[config.mk]
export PLATFORM = sky130hd
export DESIGN_NAME = am2910_sequencer
export DESIGN_NICKNAME = d
export VERILOG_FILES = /design/src/rtl/am2910_sequencer.sv
export SDC_FILE = /design/constraint.sdc
export NUM_CORES = 1
export LEC_CHECK = 0
export ABC_AREA = 1
export CORE_MARGIN = 1.5
export CORE_UTILIZATION = 34
export CTS_CLUSTER_DIAMETER = 80
export DETAILED_ROUTE_END_ITERATION = 6
export PLACE_DENSITY = 0.54
export SLEW_MARGIN = 20
export SYNTH_ARGS = -nofsm -noshare
export SYNTH_HDL_FRONTEND = slang
export SYNTH_SLANG_ARGS = --single-unit
[constraint.sdc]
create_clock -name clock -period 3.82 [get_ports clock]
set_input_delay 0.573 -clock clock [delete_from_list [all_inputs] [get_ports clock]]
set_output_delay 0.573 -clock clock [all_outputs]
set_load 0.05 [all_outputs]
[src/rtl/am2910_sequencer.sv]
// Am2910-style microprogram sequencer: next-address mux, uPC, loop counter R
// and a small subroutine/loop stack.
module am2910_sequencer #(
  parameter int WIDTH = 12,
  parameter int DEPTH = 5
) (
  input  logic             clock,
  input  logic             reset,
  input  logic [3:0]       i,
  input  logic [WIDTH-1:0] d,
  input  logic             cond,
  input  logic             ccen,
  input  logic             rld,
  input  logic             ci,
  output logic [WIDTH-1:0] y,
  output logic             full,
  output logic             pl_en,
  output logic             map_en,
  output logic             vect_en
);

  localparam int SPW = $clog2(DEPTH + 1);

  typedef enum logic [3:0] {
    JZ, CJS, JMAP, CJP, PUSH, JSRP, CJV, JRP,
    RFCT, RPCT, CRTN, CJPP, LDCT, LOOP, CONT, TWB
  } op_e;

  logic [WIDTH-1:0] upc_q, upc_d;
  logic [WIDTH-1:0] r_q, r_d;
  logic [SPW-1:0]   sp_q, sp_d;
  logic             full_q, full_d;
  logic [WIDTH-1:0] stack_q [DEPTH];
  logic [WIDTH-1:0] stack_d [DEPTH];

  logic             pass, rz;
  logic [WIDTH-1:0] f;
  logic             push, pop, clr, r_ld, r_dec;

  assign pass = !ccen | cond;
  assign rz   = (r_q == '0);

  // Stack top; an empty stack reads as zero regardless of stale contents.
  always_comb begin
    f = '0;
    for (int k = 0; k < DEPTH; k++)
      if (sp_q == SPW'(k + 1)) f = stack_q[k];
  end

  always_comb begin
    y     = upc_q;
    push  = 1'b0;
    pop   = 1'b0;
    clr   = 1'b0;
    r_ld  = 1'b0;
    r_dec = 1'b0;
    case (op_e'(i))
      JZ:   begin y = '0; clr = 1'b1; end
      CJS:  if (pass) begin y = d; push = 1'b1; end
      JMAP: y = d;
      CJP:  if (pass) y = d;
      PUSH: begin push = 1'b1; r_ld = pass; end
      JSRP: begin y = pass ? d : r_q; push = 1'b1; end
      CJV:  if (pass) y = d;
      JRP:  y = pass ? d : r_q;
      RFCT: if (!rz) begin y = f; r_dec = 1'b1; end
            else pop = 1'b1;
      RPCT: if (!rz) begin y = d; r_dec = 1'b1; end
      CRTN: if (pass) begin y = f; pop = 1'b1; end
      CJPP: if (pass) begin y = d; pop = 1'b1; end
      LDCT: r_ld = 1'b1;
      LOOP: if (pass) pop = 1'b1;
            else y = f;
      CONT: ;
      TWB: begin
        if (!rz && !pass) begin
          y = f; r_dec = 1'b1;
        end else begin
          pop = 1'b1;
          if (rz && !pass) y = d;
        end
      end
      default: ;
    endcase
  end

  assign map_en  = (i == 4'd2);
  assign vect_en = (i == 4'd6);
  assign pl_en   = !(map_en | vect_en);

  always_comb begin
    upc_d = y + {{(WIDTH-1){1'b0}}, ci};

    r_d = r_q;
    if (rld || r_ld) r_d = d;
    else if (r_dec)  r_d = r_q - WIDTH'(1);

    sp_d = sp_q;
    if (clr)
      sp_d = '0;
    else if (push && sp_q != SPW'(DEPTH))
      sp_d = sp_q + SPW'(1);
    else if (pop && sp_q != '0)
      sp_d = sp_q - SPW'(1);

    // A push into a full stack overwrites the top entry in place.
    for (int k = 0; k < DEPTH; k++) begin
      stack_d[k] = stack_q[k];
      if (push && !clr &&
          (sp_q == SPW'(k) || (k == DEPTH - 1 && sp_q == SPW'(DEPTH))))
        stack_d[k] = upc_q;
    end

    full_d = (sp_d == SPW'(DEPTH));
  end

  always_ff @(posedge clock or posedge reset) begin
    if (reset) begin
      upc_q   <= '0;
      r_q     <= '0;
      sp_q    <= '0;
      full_q  <= 1'b0;
      stack_q <= '{default: '0};
    end else begin
      upc_q   <= upc_d;
      r_q     <= r_d;
      sp_q    <= sp_d;
      full_q  <= full_d;
      stack_q <= stack_d;
    end
  end

  assign full = full_q;

endmodule

Word level (Yosys, flattened, before mapping)
Cells that the tools add are included.
{ "totals": {"regBits": 88, "word_cells": 92, "inputBits": 22} }
{ "op_classes": {"mux": 29, "addsub": 4, "eq_ne": 21, "n_reduce_logical": 27, "bitwise": 2} }
{ "op_table": {"columns": ["cell", "n"], "rows": [
  ["$mux W12", 15],
  ["$pmux W12 S9", 1],
  ["$eq A4 B4 Y1 const B", 7],
  ["$eq A4 B3 Y1 const B", 4],
  ["$add A12 B1 Y12", 1],
  ["$logic_not A12 Y1", 1],
  ["$sub A12 B1 Y12 const B", 1],
  ["$logic_and A1 B1 Y1", 10],
  ["$eq A3 B3 Y1 const B", 3],
  ["$mux W3", 3],
  ["$eq A4 B2 Y1 const B", 2],
  ["$eq A3 B2 Y1 const B", 2],
  ["$mux W1", 6],
  ["$pmux W1 S2", 3],
  ["$reduce_or A2 Y1", 3],
  ["$logic_not A1 Y1", 5],
  ["$eq A4 B1 Y1 const B", 1],
  ["$logic_not A4 Y1", 1],
  ["$reduce_or A4 Y1", 1],
  ["$add A3 B1 Y3 const B", 1],
  ["$eq A3 B1 Y1 const B", 1],
  ["$logic_not A3 Y1", 1],
  ["$ne A3 B3 Y1 const B", 1],
  ["$pmux W1 S3", 1],
  ["6 further kinds", 8]
]} }

Longest topological paths before layout
{ "logic_depth": {"ltp_word": 11, "depth_mapped": 21, "ltp_nobuf": 20} }

Least setup slack after synthesis
OpenSTA, ideal clock, no wires.
{ "synth_timing": {"kind": "input to register", "startpoint": "in i[1]", "endpoint": "reg upc_q[8]", "t_required_ps": 3700, "arrival_ps": 3580, "path_buffers": 1, "slack_ps": 120, "stages": 16, "path_cell_list": "buf_2 -> inv_2 -> nor2_1 -> inv_2 -> nor2_2 -> a211oi_1 -> nand3_1 -> nor2_1 -> a21oi_1 -> ha_1 -> ha_1 -> inv_1 -> nor2_2 -> nand2_1 -> nand2_1 -> nand2_1"} }
{ "synth_via": {"elab_cells_between_ends": 17} }
{ "synth_rtl": {"columns": ["item", "line_no", "source"], "rows": [
  ["start, declared", "9", "input logic [3:0] i,"],
  ["$eq A4 B2 Y1", null, null],
  ["via map_en", "18", "output logic map_en,"],
  ["$pmux W12 S9", "57", "case (op_e'(i))"],
  ["via y[0]", "15", "output logic [WIDTH-1:0] y,"],
  ["$add A12 B1 Y12", "92", "upc_d = y + {{(WIDTH-1){1'b0}}, ci};"],
  ["via upc_d[8]", "29", "logic [WIDTH-1:0] upc_q, upc_d;"],
  ["end signal, assigned", "125", "upc_q <= upc_d;"],
  ["end, declared", "29", null]
]} }
The timed path passes the listed nets, and every way through them passes these cells.
A chain may end at the register's enable or synchronous reset.

Worst setup path in the final report
{ "layout_timing": {"startpoint": "reg sp_q[0]", "endpoint": "out y[0]"} }
{ "layout_via": {"elab_chain_cells": 8, "elab_cells_between_ends": 15} }
{ "layout_lines": {"columns": ["item", "line_no", "source"], "rows": [
  ["start, declared", "31", "logic [SPW-1:0] sp_q, sp_d;"],
  ["start signal, assigned", "127", "sp_q <= sp_d;"],
  ["$eq A3 B1 Y1", "47", "if (sp_q == SPW'(k + 1)) f = stack_q[k];"],
  ["$mux W12 (4 in a row)", "47", null],
  ["$mux W12 *", "47", null],
  ["$mux W12 (on tied branches)", null, null],
  ["$pmux W12 S9 *", "57", null],
  ["end, declared", "15", null]
]} }
Every way passes the cells marked *; elsewhere a longest branch is shown, timed or not.

==> metrics.md <==
| Metric | Value |
|---|---|
| Status | finished, final reports clean |
| Crit share post-route | 92.03% |
| Setup tns final | 0 ns |
| Syn avg cell area | 6.530 sq um |
| Max Root-Sink Buffers | 2 |
| Slowest stage delay, CP | 0.42 ns |
| Number of synthesized flops with an enable pin | 0 |
| Worst reg2reg startpoint | sp_q[0] |
| Logic pwr share | 44.2% |
| Fill cells | 2043 |
| Worst hold-check path type | flop to flop |
| Pleak | 0.003808 uW |
| Core ar. | 18640 sq um |
| CP startpoint | sp_q[0] |
| Area leader, netlist | dfrtp_1 |
| Antenna violations before repair | 0 |
| Largest fanout on the critical path | 7 |
| Max-cap viol count | 0 |
| Rows | 50 |
| Cell area after synthesis | 6439 sq um |
| RSZ-0062 raised after global routing | no |
| Synth top area cells | dfrtp_1 (34%), nand2_1 (18%), o21ai_0 (7.2%) |
| Fraction of layout cells with a size suffix above 1 | 11.92% |
| Vias per inst | 5.140 |
| Synthesis Warnings | 0 |
| Sequential area share after synthesis | 34.20% |
| Hold slack final | 0.4868 ns |
| Final Max Tran Viols | 0 |
| Synth cell types | 45 |
| Minimum clock period | 3.515 ns |
| Slowest cell on the critical path | dfrtp_1 |
| Vias in the first global route | 6249 |
| P&R area growth vs syn | 16.81% |
| Hold Vio Cnt, Final | 0 |
| PwrDens | 587.9 nW/um^2 |
| I/O pin cnt | 38 |
| Largest net degree at the start of global routing | 89 |
| Clk pwr share | 21.1% |
| Worst Max-Slew Pin Slew | 0.5825 ns |
| Most common cell on crit path | nand2_1 |
| # diodes | 0 |
| Final setup viols | 0 |
| Switching power | 1968 uW |
| Final Non-Filler Cells | 1266 |
| Root Buffer | clkbuf_16 |
| Worst Slack Setup Final | 0.3045 ns |
| FF-to-FF End | upc_q[8] |
| Clock sink count | 88 |
| Dpl cells | 1248 |
| FF-to-FF path depth | 20 |
| Flop2flop setup slack | 0.43 ns |
| 1st-pass router iterations | 5 |
| Gpl congestion | 0.9266 |
| Synth top area share | 34.20% |
| Clock latency on the worst-skew pair | 0.36 ns |
| Worst hold start | stack_q[48] |
| Max H-tree Level | 3 |
| Post-detailed-route count of antenna-violating nets | 0 |
| CP required | 3.25 ns |
| CP cell instances | inv_1, ha_1, inv_2, nor2_1, nand2_1, a21oi_1, o221ai_1, and2_1, nand2_1, o211ai_1, nand2_1, inv_1, a21oi_1, buf_4, buf_12 |
| CTS clock-pin slew for the worst setup and hold paths | 0.07 ns |
| Layout Nets | 1058 |
| Total die area | 19770 sq um |
| Most common cell after layout, fill and taps aside | nand2_1 |
| Sw frac | 44.50% |
| Final WL | 21240 um |
| Setup Crit Path Kind | flop to primary output |
| Synth Net Count | 1017 |
| Hold path cells | 2 |
| Reg power frac | 34.6% |
| Max VDD drop | 0.2346 mV |
| P_int | 2454 uW |
| DP HPWL | 15840 um |
| Max Fclk | 284.5 MHz |
| Synth async-reset ratio | 100.0% |
| Initial Util | 34.54% |
| Wire per inst | 16.78 um |
| Core Util, Final | 40.34% |
| DR vias | 6507 |
| Dpl ws | 0.2023 ns |
| DR iter-0 viols | 540 |
| Synth Register Bits | 88 |
| GRT overflow | 0 |
| Critical Path AT | 2.94 ns |
| Fin Clk Skew | 0.01358 ns |
| Global-route wire length before repair | 34750 um |
| CTS tree | yes |
| DRC Markers | 0 |
| GRT Total Usage | 22.39% |
| Commonest cells after routing, fill and taps aside | nand2_1 (311), nor2_1 (102), o21ai_0 (92), dfrtp_1 (88), inv_1 (87) |
| CP Launch Type | flop |
| Die Width | 140.6 um |
| Top FF cell, synth | dfrtp_1 |
| Port Buffers | 37 |
| Crit. End Element | primary output |
| Hold Path End | stack_q[48] |
| Relative slew margins | 61.16% |
| Die Ht | 140.6 um |
| Synth Instances | 986 |
| Num CTS Buffers | 9 |
cell type report:
type	count	area (sq um)	area share, %
Timing Repair Buffer	68	660.6	8.784
Sequential cell	88	2202	29.28
Clock inverter	6	67.56	0.8984
Multi-Input combinational cell	751	3645	48.46
Clock buffer	10	239.0	3.178
Inverter	109	414.1	5.507
Tap cell	234	292.8	3.893
how the worst max path moves through the flow:
stage | end | slack [ns] | depth (start not counted)
after global routing | y[0] | 0.03 | 15
after detailed placement | upc_q[8] | 0.20 | 15
after floorplan | upc_q[8] | 0.12 | 16
after global placement | y[11] | 0.25 | 12
final | y[0] | 0.30 | 15
after CTS | y[1] | 0.17 | 13
sequential cells by signal, indices dropped and copies added (netlist names):
signal and count:
full 1, stack_q 60, sp_q 3, upc_q 12, r_q 12
synthesized netlist by cell type, drive strengths merged (2+ instances only):
| cell type | count |
|---|---|
| ha | 9 |
| xor2 | 9 |
| or2 | 7 |
| o21ai | 113 |
| nor2 | 114 |
| nand4 | 12 |
| a211oi | 3 |
| nor3 | 4 |
| nand3 | 86 |
| o221ai | 2 |
| inv | 108 |
| nand2 | 319 |
| buf | 21 |
| a21oi | 28 |
| nand3b | 14 |
| o211ai | 17 |
| dfrtp | 88 |
| o22ai | 3 |
| clkbuf | 17 |
| a31oi | 4 |
power by group through the flow:
stage,combinational [uW],sequential [uW],clock (uW)
CTS,1940,1530,962
global placement,1920,1540,0
global route,2210,1570,1010
detailed placement,1940,1530,0
finish,1960,1530,934
floorplan,1340,1470,0
metal layers:
metal	part of all wire [%]	routed length, um	GRT usage [%]	up-vias
met5	0	0	0	-
met4	2.7	575	8.279	0
met3	3.9	836	3.227	40
met2	46	9785	36.27	193
met1	47	10040	30.42	3004
li1	-	-	-	3270
worst max-delay path, delay by kind of cell, from the launching register on:
| family | cells | cell delay (ns) |
|---|---|---|
| flip-flops | 1 | 0.42 |
| AO/OA/AOI/OAI | 4 | 0.61 |
| AND/OR/NAND/NOR | 5 | 0.63 |
| adder cells (fa/ha/maj) | 1 | 0.32 |
| buffers and inverters | 5 | 0.60 |
stage by stage:
| step | cell area (sq um) | total power [uW] |
|---|---|---|
| detailed placement | 7186 | 3475 |
| global route | 7521 | 4786 |
| global placement | 7186 | 3459 |
| finish | 7521 | 4422 |
| floorplan | 6439 | 2810 |
| CTS | 7492 | 4431 |
cells by family (layout without fill, tap and decap cells):
logic type / count (synthesis) / after routing / share of synthesized area [%]
AND/OR/NAND/NOR: 557 / 557 / 38.19
buffers and inverters: 147 / 193 / 9.347
XOR/XNOR: 10 / 10 / 1.360
adder cells (fa/ha/maj): 9 / 9 / 1.749
AO/OA/AOI/OAI: 175 / 175 / 15.16
flip-flops: 88 / 88 / 34.20
what timing repair did:
item / CTS / global route
endpoints found under the setup margin: 0 / 7
setup buffers: 0 / 2
hold buffers: 0 / 0
gates resized for setup: 0 / 6
(Power assumes the default switching activity.)
